--- src/rtl/adc_pkg.sv ---
// Shared types and widths for the ADC0809-style capture front-end.
package adc_pkg;

  localparam int ADC_W = 8;
  localparam int CH_W  = 3;

  typedef enum logic [2:0] {
    IDLE    = 3'd0,
    STRT    = 3'd1,
    WAIT_LO = 3'd2,
    WAIT_HI = 3'd3,
    READ    = 3'd4,
    DONE    = 3'd5,
    ERR     = 3'd6
  } state_t;

  function automatic logic [ADC_W-1:0] max_u8(input logic [ADC_W-1:0] a,
                                              input logic [ADC_W-1:0] b);
    if (a > b) begin
      return a;
    end else begin
      return b;
    end
  endfunction

  function automatic logic [ADC_W-1:0] min_u8(input logic [ADC_W-1:0] a,
                                              input logic [ADC_W-1:0] b);
    if (a < b) begin
      return a;
    end else begin
      return b;
    end
  endfunction

endpackage

--- src/rtl/adc_capture_minmax_window.sv ---
// Running min/max over WIN captured samples; publishes the final pair once per window.
module minmax_window
  import adc_pkg::*;
#(
  parameter int WIN = 16
) (
  input  logic             clk,
  input  logic             reset,
  input  logic [ADC_W-1:0] sample_i,
  input  logic             strobe_i,
  output logic [ADC_W-1:0] vmax_o,
  output logic [ADC_W-1:0] vmin_o,
  output logic             stats_valid_o
);

  localparam int CNT_W = $clog2(WIN);

  logic [ADC_W-1:0] run_max_q, run_min_q, run_max_d, run_min_d;
  logic [ADC_W-1:0] vmax_q, vmin_q;
  logic [CNT_W-1:0] cnt_q;
  logic             stats_valid_q;

  // Candidate extremes including the incoming sample; ties keep the running value.
  always_comb begin
    run_max_d = max_u8(sample_i, run_max_q);
    run_min_d = min_u8(sample_i, run_min_q);
  end

  // Window accumulation and publication.
  always_ff @(posedge clk or negedge reset) begin
    if (!reset) begin
      run_max_q     <= {ADC_W{1'b0}};
      run_min_q     <= {ADC_W{1'b1}};
      vmax_q        <= {ADC_W{1'b0}};
      vmin_q        <= {ADC_W{1'b1}};
      cnt_q         <= {CNT_W{1'b0}};
      stats_valid_q <= 1'b0;
    end else begin
      stats_valid_q <= 1'b0;
      if (strobe_i) begin
        if (cnt_q == CNT_W'(WIN - 1)) begin
          vmax_q        <= run_max_d;
          vmin_q        <= run_min_d;
          stats_valid_q <= 1'b1;
          run_max_q     <= {ADC_W{1'b0}};
          run_min_q     <= {ADC_W{1'b1}};
          cnt_q         <= {CNT_W{1'b0}};
        end else begin
          run_max_q <= run_max_d;
          run_min_q <= run_min_d;
          cnt_q     <= cnt_q + CNT_W'(1);
        end
      end
    end
  end

  assign vmax_o        = vmax_q;
  assign vmin_o        = vmin_q;
  assign stats_valid_o = stats_valid_q;

endmodule

--- src/rtl/adc_capture.sv ---
// Conversion sequencer for an ADC0809-style converter: address/ALE/START, EOC
// handshake with timeout, OE read, sample strobe and windowed min/max statistics.
module adc_capture
  import adc_pkg::*;
#(
  parameter int START_CYC = 2,
  parameter int OE_CYC    = 2,
  parameter int TIMEOUT   = 255,
  parameter int WIN       = 16
) (
  input  logic             clk,
  input  logic             reset,
  input  logic             enable,
  input  logic [CH_W-1:0]  chan,
  input  logic             eoc,
  input  logic [ADC_W-1:0] adc_data,
  output logic [CH_W-1:0]  adc_addr,
  output logic             ale,
  output logic             start,
  output logic             oe,
  output logic [ADC_W-1:0] sample,
  output logic             sample_valid,
  output logic [ADC_W-1:0] vmax,
  output logic [ADC_W-1:0] vmin,
  output logic             stats_valid,
  output logic             timeout_err
);

  localparam int PH_MAX = (START_CYC > OE_CYC) ? START_CYC : OE_CYC;
  localparam int PH_W   = $clog2(PH_MAX + 1);
  localparam int TMR_W  = $clog2(TIMEOUT + 1);

  state_t           state_q;
  logic [PH_W-1:0]  phase_q;
  logic [TMR_W-1:0] timer_q;
  logic             eoc_meta_q, eoc_s_q;
  logic [CH_W-1:0]  adc_addr_q;
  logic             ale_q, start_q, oe_q, sample_valid_q, timeout_err_q;
  logic [ADC_W-1:0] sample_q;
  logic             cap_s;

  // The last oe clock is where data is taken, both here and in the window.
  assign cap_s = (state_q == READ) && (phase_q == PH_W'(OE_CYC - 1));

  // Two-flop synchronizer for the asynchronous end-of-conversion line.
  always_ff @(posedge clk or negedge reset) begin
    if (!reset) begin
      eoc_meta_q <= 1'b0;
      eoc_s_q    <= 1'b0;
    end else begin
      eoc_meta_q <= eoc;
      eoc_s_q    <= eoc_meta_q;
    end
  end

  // Conversion FSM; each EOC wait gives up after TIMEOUT clocks in that state.
  always_ff @(posedge clk or negedge reset) begin
    if (!reset) begin
      state_q        <= IDLE;
      phase_q        <= {PH_W{1'b0}};
      timer_q        <= {TMR_W{1'b0}};
      adc_addr_q     <= {CH_W{1'b0}};
      ale_q          <= 1'b0;
      start_q        <= 1'b0;
      oe_q           <= 1'b0;
      sample_q       <= {ADC_W{1'b0}};
      sample_valid_q <= 1'b0;
      timeout_err_q  <= 1'b0;
    end else begin
      sample_valid_q <= 1'b0;
      case (state_q)
        IDLE: begin
          if (enable) begin
            adc_addr_q <= chan;
            ale_q      <= 1'b1;
            start_q    <= 1'b1;
            phase_q    <= {PH_W{1'b0}};
            state_q    <= STRT;
          end
        end
        STRT: begin
          if (phase_q == PH_W'(START_CYC - 1)) begin
            ale_q   <= 1'b0;
            start_q <= 1'b0;
            timer_q <= {TMR_W{1'b0}};
            state_q <= WAIT_LO;
          end else begin
            phase_q <= phase_q + PH_W'(1);
          end
        end
        WAIT_LO: begin
          if (!eoc_s_q) begin
            timer_q <= {TMR_W{1'b0}};
            state_q <= WAIT_HI;
          end else if (timer_q == TMR_W'(TIMEOUT - 1)) begin
            state_q <= ERR;
          end else begin
            timer_q <= timer_q + TMR_W'(1);
          end
        end
        WAIT_HI: begin
          if (eoc_s_q) begin
            oe_q    <= 1'b1;
            phase_q <= {PH_W{1'b0}};
            state_q <= READ;
          end else if (timer_q == TMR_W'(TIMEOUT - 1)) begin
            state_q <= ERR;
          end else begin
            timer_q <= timer_q + TMR_W'(1);
          end
        end
        READ: begin
          if (cap_s) begin
            oe_q           <= 1'b0;
            sample_q       <= adc_data;
            sample_valid_q <= 1'b1;
            state_q        <= DONE;
          end else begin
            phase_q <= phase_q + PH_W'(1);
          end
        end
        DONE: begin
          state_q <= IDLE;
        end
        ERR: begin
          ale_q   <= 1'b0;
          start_q <= 1'b0;
          oe_q    <= 1'b0;
          state_q <= IDLE;
        end
        default: begin
          ale_q   <= 1'b0;
          start_q <= 1'b0;
          oe_q    <= 1'b0;
          state_q <= IDLE;
        end
      endcase
      if (!enable) begin
        timeout_err_q <= 1'b0;
      end else if (state_q == ERR) begin
        timeout_err_q <= 1'b1;
      end else begin
        timeout_err_q <= timeout_err_q;
      end
    end
  end

  minmax_window #(
    .WIN(WIN)
  ) u_window (
    .clk          (clk),
    .reset        (reset),
    .sample_i     (adc_data),
    .strobe_i     (cap_s),
    .vmax_o       (vmax),
    .vmin_o       (vmin),
    .stats_valid_o(stats_valid)
  );

  assign adc_addr     = adc_addr_q;
  assign ale          = ale_q;
  assign start        = start_q;
  assign oe           = oe_q;
  assign sample       = sample_q;
  assign sample_valid = sample_valid_q;
  assign timeout_err  = timeout_err_q;

endmodule

--- config.mk ---
export PLATFORM = sky130hd
export DESIGN_NAME = adc_capture
export DESIGN_NICKNAME = d
export VERILOG_FILES = /design/src/rtl/adc_pkg.sv /design/src/rtl/adc_capture_minmax_window.sv /design/src/rtl/adc_capture.sv
export SDC_FILE = /design/constraint.sdc
export NUM_CORES = 1
export LEC_CHECK = 0
export CAP_MARGIN = 20
export CELL_PAD_IN_SITES_DETAIL_PLACEMENT = 1
export CELL_PAD_IN_SITES_GLOBAL_PLACEMENT = 1
export CORE_MARGIN = 1.5
export CORE_UTILIZATION = 43
export DETAILED_ROUTE_END_ITERATION = 8
export PLACE_DENSITY_LB_ADDON = 0.1
export SLEW_MARGIN = 20
export SYNTH_ARGS = -nofsm -noshare
export SYNTH_HDL_FRONTEND = slang
export SYNTH_SLANG_ARGS = --single-unit
--- constraint.sdc ---
create_clock -name clk -period 2.5 [get_ports clk]
set_input_delay 0.625 -clock clk [delete_from_list [all_inputs] [get_ports clk]]
set_output_delay 0.625 -clock clk [all_outputs]
set_load 0.05 [all_outputs]
==> metrics.yaml <==
status: "complete, no violations"
clockBufferDepth: 2
syn_avg_cell_area_um2: 10.0
ir_drop_mv: 0.657
clk_latency_ns: 0.35
syn-cell-area_um2: 3540
core_um2: 7850
worst_path_largest_cell_delay_ns: 0.49
rsz0062_at_grt: "no"
area_growth_pct: 24.7
max_cap_violations: 0
cts_setup_buffers: 0
grt_pass1_vias: 3066
syn-instance-count: 352
period_minus_slack_ns: 2.38
max_freq_mhz: 421
antenna_found_initial: 0
drive_gt1_frac: 0.171
worst_pin_slew_ns: 0.619
fin_worst_skew_ns: 0.0110
avgViaCountPerCell: 5.44
die_w_um: 93.7
yosys_warnings: 0
cts_sinks: 67
path_max_fanout: 9
ys_ff_latch: 67
setup_viol: 0
cp_cell_sequence: "clkdlybuf4s50_1, ha_1, nor2b_1, o211a_1, o21a_1, nor2_4, o32ai_1"
timing.hold.ws_ns: 0.268
cts_hold_buffers: 0
synthesis.nets: 386
min_path_type: "in2async"
grt_max_degree: 45
synth_flop_cell: "dfrtp_1"
synthArstFlopShare: 1.00
cts_root_buf: "clkbuf_8"
start_util: 0.451
cp.arrival_ns: 2.59
synth_edf_count: 0
slew_violations: 0
tritoncts.num_buffers: 9
layout_common_cells: "56 x nand2_1, 51 x dfrtp_1, 46 x clkdlybuf4s50_1, 32 x o21ai_0, 22 x nor2_1"
tns_ns: 0
routed_wl_um: 8940
grt_util_all_layers: 0.225
clk_pin_slew_ns: 0.07
antenna_cells_inserted: 0
final_antenna_net_count: 0
path_delay_family: "compound AO/OA/AOI/OAI gates"
ys_seq_area_frac: 0.480
cellPowerDensity_nw_per_um2: 964
grt_pass1_wl_um: 15300
end_kind: "flip-flop"
die-area_um2: 8780
relSlewSlack: 0.587
dr.pass1.iters: 4
drc_errors: 0
path_class: "in2reg"
synth_cell_types: 59
tritoncts: "yes"
total_leakage_power_uw: 0.00197
critPathSlowestCell: "clkdlybuf4s50_1"
path_buf_inv: 1
place_hpwl_um: 6370
finalCritPeriodShare: 0.951
vias: 2846
worstPathRequired_ns: 2.71
final_nets: 450
drtIter0Drc: 105
cts_resized: 0
port_buffers: 47
critical_path.startpoint_type: "input pin"
mostFrequentLayoutCell: "nand2_1"
io_pins: 48
stdcell_area_um2: 4410
hold_violations: 0
grt-ovfl-total: 0
die_h_um: 93.7
place.gp.congestion: 0.778
wire_per_inst_um: 17.1
dpl-instance-area_um2: 4180
num_rows: 32
htreeDepth: 3
==> layout make-up <==
type                       count  area, um^2
multi-input combinational    251        1650
fill                         911        3440
tap                          102         128
clock inverter                 2        10.0
timing repair buffer          65         613
inverter                      22         100
sequential                    67        1700
clock buffer                  14         216
==> through the flow <==
step            util  setup slack, ns  total power (uW)  std cells
3_5_place_dp   0.533           -0.188              3290        507
2_1_floorplan      -            0.550              2760        352
5_1_grt        0.562           0.0517              4520        523
4_1_cts        0.562            0.158              4300        523
3_3_place_gp   0.533           -0.116              3220        507
6_report       0.562            0.122              4250        523
==> final timing paths <==
check | from | endpoint | slack (ns) | cells after the start
max in group asynchronous | reset | u_window.run_min_q[0]$_DFFE_PN1P_ | 1.53 | 2
min in group clk | eoc_meta_q$_DFF_PN0_ | eoc_s_q$_DFF_PN0_ | 0.35 | 0
hold reg to reg | eoc_meta_q$_DFF_PN0_ | eoc_s_q$_DFF_PN0_ | 0.35 | 0
setup / recovery | adc_data[1] | u_window.run_max_q[1]$_DFFE_PN0P_ | 0.12 | 7
setup reg to reg | u_window.run_min_q[2]$_DFFE_PN1P_ | u_window.run_min_q[5]$_DFFE_PN1P_ | 0.41 | 8
hold / removal | reset | timer_q[5]$_DFFE_PN0P_ | 0.27 | 1
==> cells by family after synthesis <==
logic type      after synthesis  share of synthesized area
fa+ha+maj                    20                     0.0701
compound gates              101                      0.192
buf+inv                      34                     0.0545
flops                        67                      0.480
simple gates                117                      0.166
xor+xnor                      1                    0.00248
mux                          12                     0.0354
==> per-layer routing <==
layer / global-route usage / vias up / part of all wire
met5: 0 / - / 0
met4: 0.0759 / 0 / 0.017
met3: 0.0372 / 13 / 0.029
met2: 0.353 / 51 / 0.47
met1: 0.316 / 1403 / 0.48
li1: - / 1379 / -
==> registers in the layout, summed over array words and instances, names as in the netlist, 4 cells and up <==
| signal | cells |
|---|---|
| timer_q | 8 |
| u_window.run_min_q | 8 |
| u_window.vmax_o | 8 |
| sample | 8 |
| u_window.cnt_q | 4 |
| u_window.run_max_q | 8 |
| u_window.vmin_o | 8 |
==> Yosys cell counts, types with 3 or more instances <==
cell type	number	area [um^2]
buf_4	4	30.0
inv_1	20	75.1
mux2i_1	8	80.1
nand4_1	5	31.3
nor2b_1	7	43.8
dfrtp_1	51	1280
a21oi_1	19	95.1
ha_1	19	238
o21ai_1	3	15.0
nand2_1	56	210
o22a_1	8	70.1
nand3_1	11	55.1
o32ai_1	7	61.3
nor2_1	22	82.6
a31oi_1	10	62.6
mux2_2	4	45.0
dfstp_2	16	420
o21ai_0	32	160
==> power by group <==
part | switching (uW) | leakage [uW] | internal [uW] | total, uW
combinational | 1000 | 0.00111 | 659 | 1660
clock | 417 | 0.000118 | 566 | 983
sequential | 247 | 0.000743 | 1360 | 1610
Note: power is estimated with default switching activity, not from simulation.
